--- src/rtl/clock_div_ctrl_pkg.sv ---
// Shared types and defaults for the clock_div_ctrl programmable clock divider.
package clock_div_ctrl_pkg;

  typedef enum logic [1:0] {
    IDLE     = 2'd0,
    RUN      = 2'd1,
    STOPPING = 2'd2
  } state_t;

  localparam int unsigned DEF_CNT_W     = 32;
  localparam logic [31:0] DEF_DIV_RESET = 32'd5000000;

endpackage

--- src/rtl/clock_div_ctrl_cnt.sv ---
// Half-period counter: counts 1..div while enabled, flags the terminal count and reloads to 1.
module clock_div_ctrl_cnt
  import clock_div_ctrl_pkg::*;
#(
  parameter int unsigned CNT_W = DEF_CNT_W
) (
  input  logic             clk,
  input  logic             reset,
  input  logic             en,
  input  logic [CNT_W-1:0] div,
  output logic [CNT_W-1:0] count,
  output logic             term
);

  logic [CNT_W-1:0] count_q;
  logic [CNT_W-1:0] count_d;

  // count is only zero while parked, so a zero count never matches a live div
  assign term  = (count_q != '0) && (count_q == div);
  assign count = count_q;

  always_comb begin
    count_d = count_q;
    if (!en) begin
      count_d = '0;
    end else if (term || (count_q == '0)) begin
      count_d = CNT_W'(1);
    end else begin
      count_d = count_q + CNT_W'(1);
    end
  end

  always_ff @(posedge clk) begin
    if (reset) begin
      count_q <= '0;
    end else begin
      count_q <= count_d;
    end
  end

endmodule

--- src/rtl/clock_div_ctrl.sv ---
// Start/stop controlled clock divider with a ready/valid divide-value port.
// Optional macro CLK_DIV_CTRL_TOGCNT_EN adds a 16-bit toggle_count output.
module clock_div_ctrl
  import clock_div_ctrl_pkg::*;
#(
  parameter int unsigned      CNT_W     = DEF_CNT_W,
  parameter logic [CNT_W-1:0] DIV_RESET = CNT_W'(DEF_DIV_RESET)
) (
  input  logic             clk,
  input  logic             reset,
  input  logic             start,
  input  logic             stop,
  input  logic             cfg_valid,
  input  logic [CNT_W-1:0] cfg_div,
  output logic             cfg_ready,
  output logic             cfg_err,
  output logic             sclk,
  output logic             tick,
  output logic             busy
`ifdef CLK_DIV_CTRL_TOGCNT_EN
  ,
  output logic [15:0]      toggle_count
`endif
);

  state_t           state_q, state_d;
  logic [CNT_W-1:0] div_q, div_d;
  logic [CNT_W-1:0] pend_q, pend_d;
  logic             pend_vld_q, pend_vld_d;
  logic             sclk_q, sclk_d;
  logic             tick_q, tick_d;
  logic             cfg_err_q, cfg_err_d;
  logic             cnt_en;
  logic             term;
  logic             cfg_hs;
  logic [CNT_W-1:0] count_unused;

  clock_div_ctrl_cnt #(
    .CNT_W (CNT_W)
  ) u_cnt (
    .clk   (clk),
    .reset (reset),
    .en    (cnt_en),
    .div   (div_q),
    .count (count_unused),
    .term  (term)
  );

  assign cfg_ready = !pend_vld_q;
  assign cfg_err   = cfg_err_q;
  assign sclk      = sclk_q;
  assign tick      = tick_q;
  assign busy      = (state_q != IDLE);
  assign cfg_hs    = cfg_valid && cfg_ready;

  always_comb begin
    state_d = state_q;
    unique case (state_q)
      IDLE:     if (start && !stop) state_d = RUN;
      // a stop landing on the falling toggle can park immediately
      RUN:      if (stop) state_d = (sclk_q && !term) ? STOPPING : IDLE;
      STOPPING: begin
        if (start && !stop) state_d = RUN;
        else if (term)      state_d = IDLE;
      end
      default:  state_d = IDLE;
    endcase

    cnt_en = (state_d != IDLE);

    sclk_d = sclk_q;
    if (state_d == IDLE) sclk_d = 1'b0;
    else if (term)       sclk_d = ~sclk_q;
    tick_d = sclk_d ^ sclk_q;

    cfg_err_d  = cfg_hs && (cfg_div == '0);
    div_d      = div_q;
    pend_d     = pend_q;
    pend_vld_d = pend_vld_q;
    if (pend_vld_q && (term || (state_d == IDLE))) begin
      div_d      = pend_q;
      pend_vld_d = 1'b0;
    end
    // a new offer is only possible with nothing pending, so these never collide
    if (cfg_hs && (cfg_div != '0)) begin
      if ((state_q == IDLE) || (state_d == IDLE)) begin
        div_d = cfg_div;
      end else begin
        pend_d     = cfg_div;
        pend_vld_d = 1'b1;
      end
    end
  end

  always_ff @(posedge clk) begin
    if (reset) begin
      state_q    <= IDLE;
      div_q      <= DIV_RESET;
      pend_q     <= '0;
      pend_vld_q <= 1'b0;
      sclk_q     <= 1'b0;
      tick_q     <= 1'b0;
      cfg_err_q  <= 1'b0;
    end else begin
      state_q    <= state_d;
      div_q      <= div_d;
      pend_q     <= pend_d;
      pend_vld_q <= pend_vld_d;
      sclk_q     <= sclk_d;
      tick_q     <= tick_d;
      cfg_err_q  <= cfg_err_d;
    end
  end

`ifdef CLK_DIV_CTRL_TOGCNT_EN
  logic [15:0] tog_q, tog_d;

  always_comb begin
    tog_d = tog_q;
    if ((state_q == IDLE) && (state_d == RUN)) tog_d = 16'd0;
    else if (tick_d)                           tog_d = tog_q + 16'd1;
  end

  always_ff @(posedge clk) begin
    if (reset) tog_q <= 16'd0;
    else       tog_q <= tog_d;
  end

  assign toggle_count = tog_q;
`endif

endmodule

--- config.mk ---
export PLATFORM = sky130hd
export DESIGN_NAME = clock_div_ctrl
export DESIGN_NICKNAME = d
export VERILOG_FILES = /design/src/rtl/clock_div_ctrl_pkg.sv /design/src/rtl/clock_div_ctrl_cnt.sv /design/src/rtl/clock_div_ctrl.sv
export SDC_FILE = /design/constraint.sdc
export NUM_CORES = 1
export LEC_CHECK = 0
export CAP_MARGIN = 20
export CORE_MARGIN = 2
export CORE_UTILIZATION = 44
export CTS_CLUSTER_DIAMETER = 80
export DETAILED_ROUTE_END_ITERATION = 12
export HOLD_SLACK_MARGIN = 0.1
export PLACE_DENSITY_LB_ADDON = 0.1
export SLEW_MARGIN = 10
export SYNTH_ARGS = -nofsm -noshare
export SYNTH_HDL_FRONTEND = slang
export SYNTH_SLANG_ARGS = --single-unit
--- constraint.sdc ---
create_clock -name clk -period 10.9 [get_ports clk]
set_input_delay 1.635 -clock clk [delete_from_list [all_inputs] [get_ports clk]]
set_output_delay 1.635 -clock clk [all_outputs]
set_load 0.01 [all_outputs]
# Word level (Yosys, flattened, before mapping)
# Index checks and enable logic that the tools add are counted.
op_classes:
  add_sub_neg: 1
  eq_ne: 3
  muxes: 15
  bitwise_logic: 4
  reduce_logical: 24
ops:
  columns: ["op", "n"]
  rows:
  - ["two-way mux 32 bit", 3]
  - ["logical NOT 32 bit", 2]
  - ["nonzero test 32 bit", 2]
  - ["adder 32 x 1 -> 32 bit (second input constant)", 1]
  - ["equality test 32 bit", 1]
  - ["two-way mux 2 bit", 5]
  - ["logical AND 1 bit", 7]
  - ["two-way mux 1 bit", 6]
  - ["case mux 2 bit (3 select lines)", 1]
  - ["logical NOT 2 bit", 2]
  - ["nonzero test 2 bit", 2]
  - ["logical NOT 1 bit", 3]
  - ["logical OR 1 bit", 3]
  - ["inverter 1 bit", 3]
  - ["OR reduction 3 bit", 1]
  - ["equality test 2 x 1 -> 1 bit (second input constant)", 1]
  - ["equality test 2 bit (second input constant)", 1]
  - ["AND reduction 2 bit", 1]
  - ["OR reduction 2 bit", 1]
  - ["XOR 1 bit", 1]
totals:
  regBits: 102
  input_bits: 37
  elab_cells: 56

# Logic depth before layout (Yosys ltp)
logic_depth:
  ltp_word: 13
  depth_mapped: 17
  depth_no_buf: 13

# Modules after synthesis
# From an unflattened synthesis, not the netlist that was laid out.
hier_totals:
  cells_unflattened: 572
  hier_area_um2: 5237.5
by_module_without_submodules:
  columns: ["mod", "instances", "cells_each", "area_per_inst_um2", "seq_area_each_um2"]
  rows:
  - ["clock_div_ctrl", 1, 348, 3241.9, 1401.3]
  - ["clock_div_ctrl_cnt", 1, 224, 1995.7, 640.6]

# Worst setup path before layout
# No wires, ideal clock.
synth_timing:
  kind: "register -> register"
  from: "register u_cnt.count_q[20] (netlist: u_cnt.count[20])"
  to: "register div_q[0]"
  setup_time_ps: 91
  arrival_ps: 3386
  required_ps: 10809
  setup_slack_ps: 7423
  stages_incl_launch_ff: 18
  path_buffers: 5
  path_cell_list: "dfxtp_1 -> buf_6 -> xor2_1 -> nor4_4 -> nand4_4 -> nor2_1 -> clkbuf_1 -> nand2_1 -> ha_1 -> nand2b_1 -> and3_1 -> clkbuf_1 -> or2_2 -> clkbuf_1 -> clkbuf_1 -> o2bb2ai_1 -> a31oi_1 -> a311oi_1"
synth_via:
  elab_chain_len: 13
synth_lines:
  columns: ["element", "line_no", "rtl"]
  rows:
  - ["start: declaration", "clock_div_ctrl_cnt.sv:15", "logic [CNT_W-1:0] count_q;"]
  - ["start signal: assignment", "clock_div_ctrl_cnt.sv:37", "count_q <= count_d;"]
  - ["equality test 32 bit or nonzero test 32 bit (tied branches)", "clock_div_ctrl_cnt.sv:19", "assign term = (count_q != '0) && (count_q == div);"]
  - ["logical AND 1 bit (*)", "clock_div_ctrl_cnt.sv:19", null]
  - ["logical NOT 1 bit", "clock_div_ctrl.sv:61", "RUN: if (stop) state_d = (sclk_q && !term) ? STOPPING : IDLE;"]
  - ["logical AND 1 bit", "clock_div_ctrl.sv:61", null]
  - ["two-way mux 2 bit (2 in series)", "clock_div_ctrl.sv:61", null]
  - ["case mux 2 bit (3 select lines)", "clock_div_ctrl.sv:58", "unique case (state_q)"]
  - ["logical NOT 2 bit", "clock_div_ctrl.sv:80, clock_div_ctrl.sv:86", null]
  - ["logical OR 1 bit", "clock_div_ctrl.sv:80", "if (pend_vld_q && (term || (state_d == IDLE))) begin"]
  - ["logical AND 1 bit", "clock_div_ctrl.sv:80", null]
  - ["two-way mux 32 bit", "clock_div_ctrl.sv:80", null]
  - ["two-way mux 32 bit", "clock_div_ctrl.sv:86", "if ((state_q == IDLE) || (state_d == IDLE)) begin"]
  - ["two-way mux 32 bit (*)", "clock_div_ctrl.sv:85", "if (cfg_hs && (cfg_div != '0)) begin"]
  - ["end signal: assignment", "clock_div_ctrl.sv:106", "div_q <= div_d;"]
  - ["end: declaration", "clock_div_ctrl.sv:27", "logic [CNT_W-1:0] div_q, div_d;"]
# Every way passes the cells marked *; elsewhere a longest branch is shown, timed or not.
# A chain may end at the register's enable or synchronous reset.

# Final worst setup path
layout_timing:
  from: "register u_cnt.count_q[1] (netlist: u_cnt.count[1])"
  to: "register pend_vld_q"
layout_via:
  elab_chain_len: 13
layout_lines:
  columns: ["element", "line_no", "rtl"]
  rows:
  - ["equality test 32 bit or nonzero test 32 bit (tied branches)", "clock_div_ctrl_cnt.sv:19", null]
  - ["logical AND 1 bit (*)", "clock_div_ctrl_cnt.sv:19", null]
  - ["logical NOT 1 bit", "clock_div_ctrl.sv:61", null]
  - ["logical AND 1 bit", "clock_div_ctrl.sv:61", null]
  - ["two-way mux 2 bit (2 in series)", "clock_div_ctrl.sv:61", null]
  - ["case mux 2 bit (3 select lines)", "clock_div_ctrl.sv:58", null]
  - ["logical NOT 2 bit", "clock_div_ctrl.sv:80, clock_div_ctrl.sv:86", null]
  - ["logical OR 1 bit", "clock_div_ctrl.sv:80", null]
  - ["logical AND 1 bit", "clock_div_ctrl.sv:80", null]
  - ["two-way mux 1 bit", "clock_div_ctrl.sv:80", null]
  - ["two-way mux 1 bit", "clock_div_ctrl.sv:86", null]
  - ["two-way mux 1 bit (*)", "clock_div_ctrl.sv:85", null]
  - ["end signal: assignment", "clock_div_ctrl.sv:108", "pend_vld_q <= pend_vld_d;"]
  - ["end: declaration", "clock_div_ctrl.sv:29", "logic pend_vld_q, pend_vld_d;"]
# Marked as above.

==> impl_summary.md <==
Run status
The flow ran to the end, and the final reports show no timing, DRC or antenna violations.

Critical path
The kind of start point of the critical path is a flop. The worst register-to-register path ends at pend_vld_q$_SDFF_PP0_. The worst endpoint data arrival time is ~5.5 ns. The setup slack of the worst register-to-register path is between 5 and 6 ns. The highest net fanout along the worst path is 33. The endpoint of the worst setup timing path is pend_vld_q$_SDFF_PP0_. In this run the critical register-to-register path is launched from u_cnt.count[1]$_SDFF_PP0_. The depth of the most critical reg-to-reg path is 13.

The kind of end point of the critical path is a flop. The critical path in this run is classified as flop to flop. The worst path required time is approximately 11 ns. The worst setup path startpoint is u_cnt.count[1]$_SDFF_PP0_.

GRT
For this run the aggregate overflow at the end of global routing stands at 0. Entering global routing, the biggest net connects between 100 and 150 pins. The initial antenna violation count is 0. Global routing consumed, over all layers together, between 20% and 30% of the routing resources. The via count of the first global-routing pass is between 5000 and 6000.

The first global-routing pass estimated approximately 30000 um of wire.

Routing
The first TritonRoute pass finished after 5 iterations. The final route contains roughly 5700 vias. Dividing the detail-routed via count by the number of cells gives around 6.3. For this block, the initial DRC count from the detailed router was 586. The post-route antenna net violation count is 0. In the final routed layout, each cell accounts on average for around 20 um. For this run, design rule violations remaining after detail routing come to 0. The total wirelength of the detailed-routed design is around 19000 um.

STA
Setup slack closes at 5.61 ns. The count of final max-slew check failures was 0. The maximum frequency from static timing analysis is between 150 and 200 MHz.

The number of endpoints with negative hold slack in the final report is 0. The final critical path takes up 48.5% of the cycle. After routing, the total negative slack on setup checks comes to 0 ns. Setup repair after global routing left no endpoint under its margin. In this run the tightest slew margin relative to its limit is between 20% and 30%. The smallest clock period supported by the final layout is computed as ~5.3 ns. Clock skew on the completed layout was measured at just over 0.007 ns. Setup violations remaining at the end of the flow were counted as 0. At the pin with the least slew margin, the transition time is 1.15 ns.

Die
The core area is between 10000 and 15000 um^2. The overall die height is ~120 um. The floorplan has 43 rows.

For this configuration, the core starts out at a cell density of 44.7%. The floorplan step set the die width to between 100 and 150 um. The number of top-level pins is 42. The die covers 15000 um^2.

Power
The leakage power is approximately 2.1 nW. VDD sags by at most 0.0776 mV. The cell area power density is roughly 120 nW/um^2.

Synth
The synthesized design contains 0 enable-type register cells. The net count after synthesis is 775. The synthesized area is a little over 6000 um^2. Synthesis instantiated 46 different standard cells from the library. The share of the synthesized area in the top cell type is between 30% and 40%. The average footprint of a synthesized cell is between 8 and 9 um^2.

Summed over all instances, the cell type with the most area after synthesis is sky130_fd_sc_hd__dfxtp_1. Sequential cells were found to cover between 30% and 40% of the synthesized design area. For this run, the leading register cell type out of synthesis is sky130_fd_sc_hd__dfxtp_1. The count of warnings emitted by yosys is 0. The post-synthesis sequential element count is between 100 and 150. Among all cell types in the netlist, the one instantiated most often is sky130_fd_sc_hd__dfxtp_1. By count the netlist is led by sky130_fd_sc_hd__dfxtp_1, sky130_fd_sc_hd__nand2b_1, sky130_fd_sc_hd__nor2_1, sky130_fd_sc_hd__clkbuf_1, sky130_fd_sc_hd__nand2_1.

Synthesis produced roughly 740 cells. Of all flip-flops after synthesis, the portion carrying an async set or reset was 0%. By area the synthesized netlist is led by sky130_fd_sc_hd__dfxtp_1, sky130_fd_sc_hd__nand2b_1, sky130_fd_sc_hd__xor2_1.

Placed design
The count of buffers added on input and output ports is between 40 and 50. Routability-driven placement finished with a final weighted congestion of between 0.8 and 0.9. The post-place setup slack is around 5.7 ns.

Once placement finished, the instance area stood at between 6000 and 7000 um^2. The half-perimeter wire length after detailed placement is around 12000 um.

Hold path
The cell depth of the worst min-delay path is 2. The tightest min-delay check is of the flop to flop type.

Flow run
The tool flagged a number of max-cap violations equal to 0.

Clocking
At the later pin of the worst-skew pair, clock insertion delay measures 0.36 ns. TritonCTS built the clock tree. Clock-pin slew was measured on the worst setup and hold paths at 0.07 ns.

Post-CTS repair changed the size of 0 cells. The clock net sink count is a little over 100. The cell sitting at the root of the clock tree is a sky130_fd_sc_hd__clkbuf_16. The setup fix buffers added after clock tree synthesis is 0. The number of buffers created by CTS is 9. Hold repair after CTS inserted 0 buffers. The H-tree generated during clock tree synthesis spans 3 levels.

The clock passes through at most 2 buffers.

Finish
The final-stage net count is around 770. Cells fill 49.6% of the core in the end. The number of diodes is 0. In the final layout, the share of cells above drive strength 1 is ~5.6%. From synthesis to final layout, the design area changed by 11.1%.

The final non-filler cell area is a little under 7000 um^2.
-- worst max-delay path, stage by stage, from the launching register on --
cell,delay (ns)
sky130_fd_sc_hd__dfxtp_1,0.44
sky130_fd_sc_hd__xor2_1,0.12
sky130_fd_sc_hd__nor4_2,0.32
sky130_fd_sc_hd__nand4_2,0.81
sky130_fd_sc_hd__nor2_1,0.91
sky130_fd_sc_hd__nand2_1,0.17
sky130_fd_sc_hd__ha_1,0.24
sky130_fd_sc_hd__nand2b_1,0.16
sky130_fd_sc_hd__a31oi_1,0.26
sky130_fd_sc_hd__o21ai_0,0.17
sky130_fd_sc_hd__or3_1,0.34
sky130_fd_sc_hd__buf_4,0.24
sky130_fd_sc_hd__and3b_2,0.61
sky130_fd_sc_hd__o21ba_2,0.35
-- flip-flops by register name, summed over array words and instances (netlist names) --
register	count
sclk	1
state_q	2
pend_vld_q	1
div_q	32
tick	1
u_cnt.count	32
pend_q	32
cfg_err	1
-- stage by stage --
stage | hold slack (ns) | instances | total power [W]
6_report | 0.475 | 910 | 0.000829
4_1_cts | 0.480 | 910 | 0.000835
2_1_floorplan | 0.449 | 735 | 0.000478
3_5_place_dp | 0.467 | 896 | 0.000519
5_1_grt | 0.499 | 910 | 0.000864
3_3_place_gp | 0.461 | 896 | 0.000516
-- where the power goes --
part	switching (W)	internal, W
Clock	0.000142	0.000174
Sequential	0.0000169	0.000385
Combinational	0.0000621	0.0000493
Total	0.000221	0.000608
-- final cells by class --
cell class                      count  area, um^2
Fill cell                        1384        6940
Multi-Input combinational cell    552        3770
Sequential cell                   102        2040
Timing Repair Buffer               50         473
Clock buffer                        9         225
Tap cell                          180         225
Clock inverter                      5        52.6
Inverter                           12        45.0
-- cell families after synthesis --
kind of cell / after synthesis / share of synthesized area [%]
xor+xnor: 62 / 8.82
flops: 102 / 33.2
simple gates: 281 / 25.8
mux: 33 / 5.37
fa+ha+maj: 3 / 0.610
buf+inv: 81 / 5.73
compound gates: 173 / 20.5
-- routing by layer --
metal	vias to the layer above	share of wire (%)	global-route usage, %
met4	0	4.4	14.2
met5	-	0	0
met1	2744	44	34.6
li1	2707	-	-
met2	231	46	39.2
met3	44	6.0	4.09
-- how the worst min path moves through the flow --
stage | start | to
6_report | pend_q[30]$_SDFFE_PP0P_ | pend_q[30]$_SDFFE_PP0P_
5_1_grt | pend_q[19]$_SDFFE_PP0P_ | pend_q[19]$_SDFFE_PP0P_
4_1_cts | pend_q[7]$_SDFFE_PP0P_ | pend_q[7]$_SDFFE_PP0P_
3_5_place_dp | pend_q[7]$_SDFFE_PP0P_ | pend_q[7]$_SDFFE_PP0P_
3_3_place_gp | pend_q[6]$_SDFFE_PP0P_ | pend_q[6]$_SDFFE_PP0P_
2_1_floorplan | pend_q[0]$_SDFFE_PP0P_ | pend_q[0]$_SDFFE_PP0P_
-- layout by cell type (no fill, tap or decap), drive strengths merged, types with 3 or more instances in the layout --
| cell type | count |
|---|---|
| nor4 | 49 |
| nand3 | 10 |
| a31oi | 50 |
| a22oi | 8 |
| buf | 10 |
| a21oi | 11 |
| clkbuf | 9 |
| nand2 | 51 |
| nand4 | 9 |
| a211oi | 33 |
| xnor2 | 24 |
| clkdlybuf4s50 | 40 |
| clkinv | 4 |
| o2bb2ai | 24 |
| o221ai | 8 |
| o21ai | 10 |
| ha | 3 |
| or2 | 3 |
| nor2 | 61 |
| nor3 | 12 |
| xor2 | 38 |
| and3 | 5 |
| inv | 11 |
| nand2b | 66 |
| and4 | 6 |
| a311oi | 24 |
| dfxtp | 102 |
| mux2i | 33 |
Note: power is estimated with default switching activity, not from simulation.
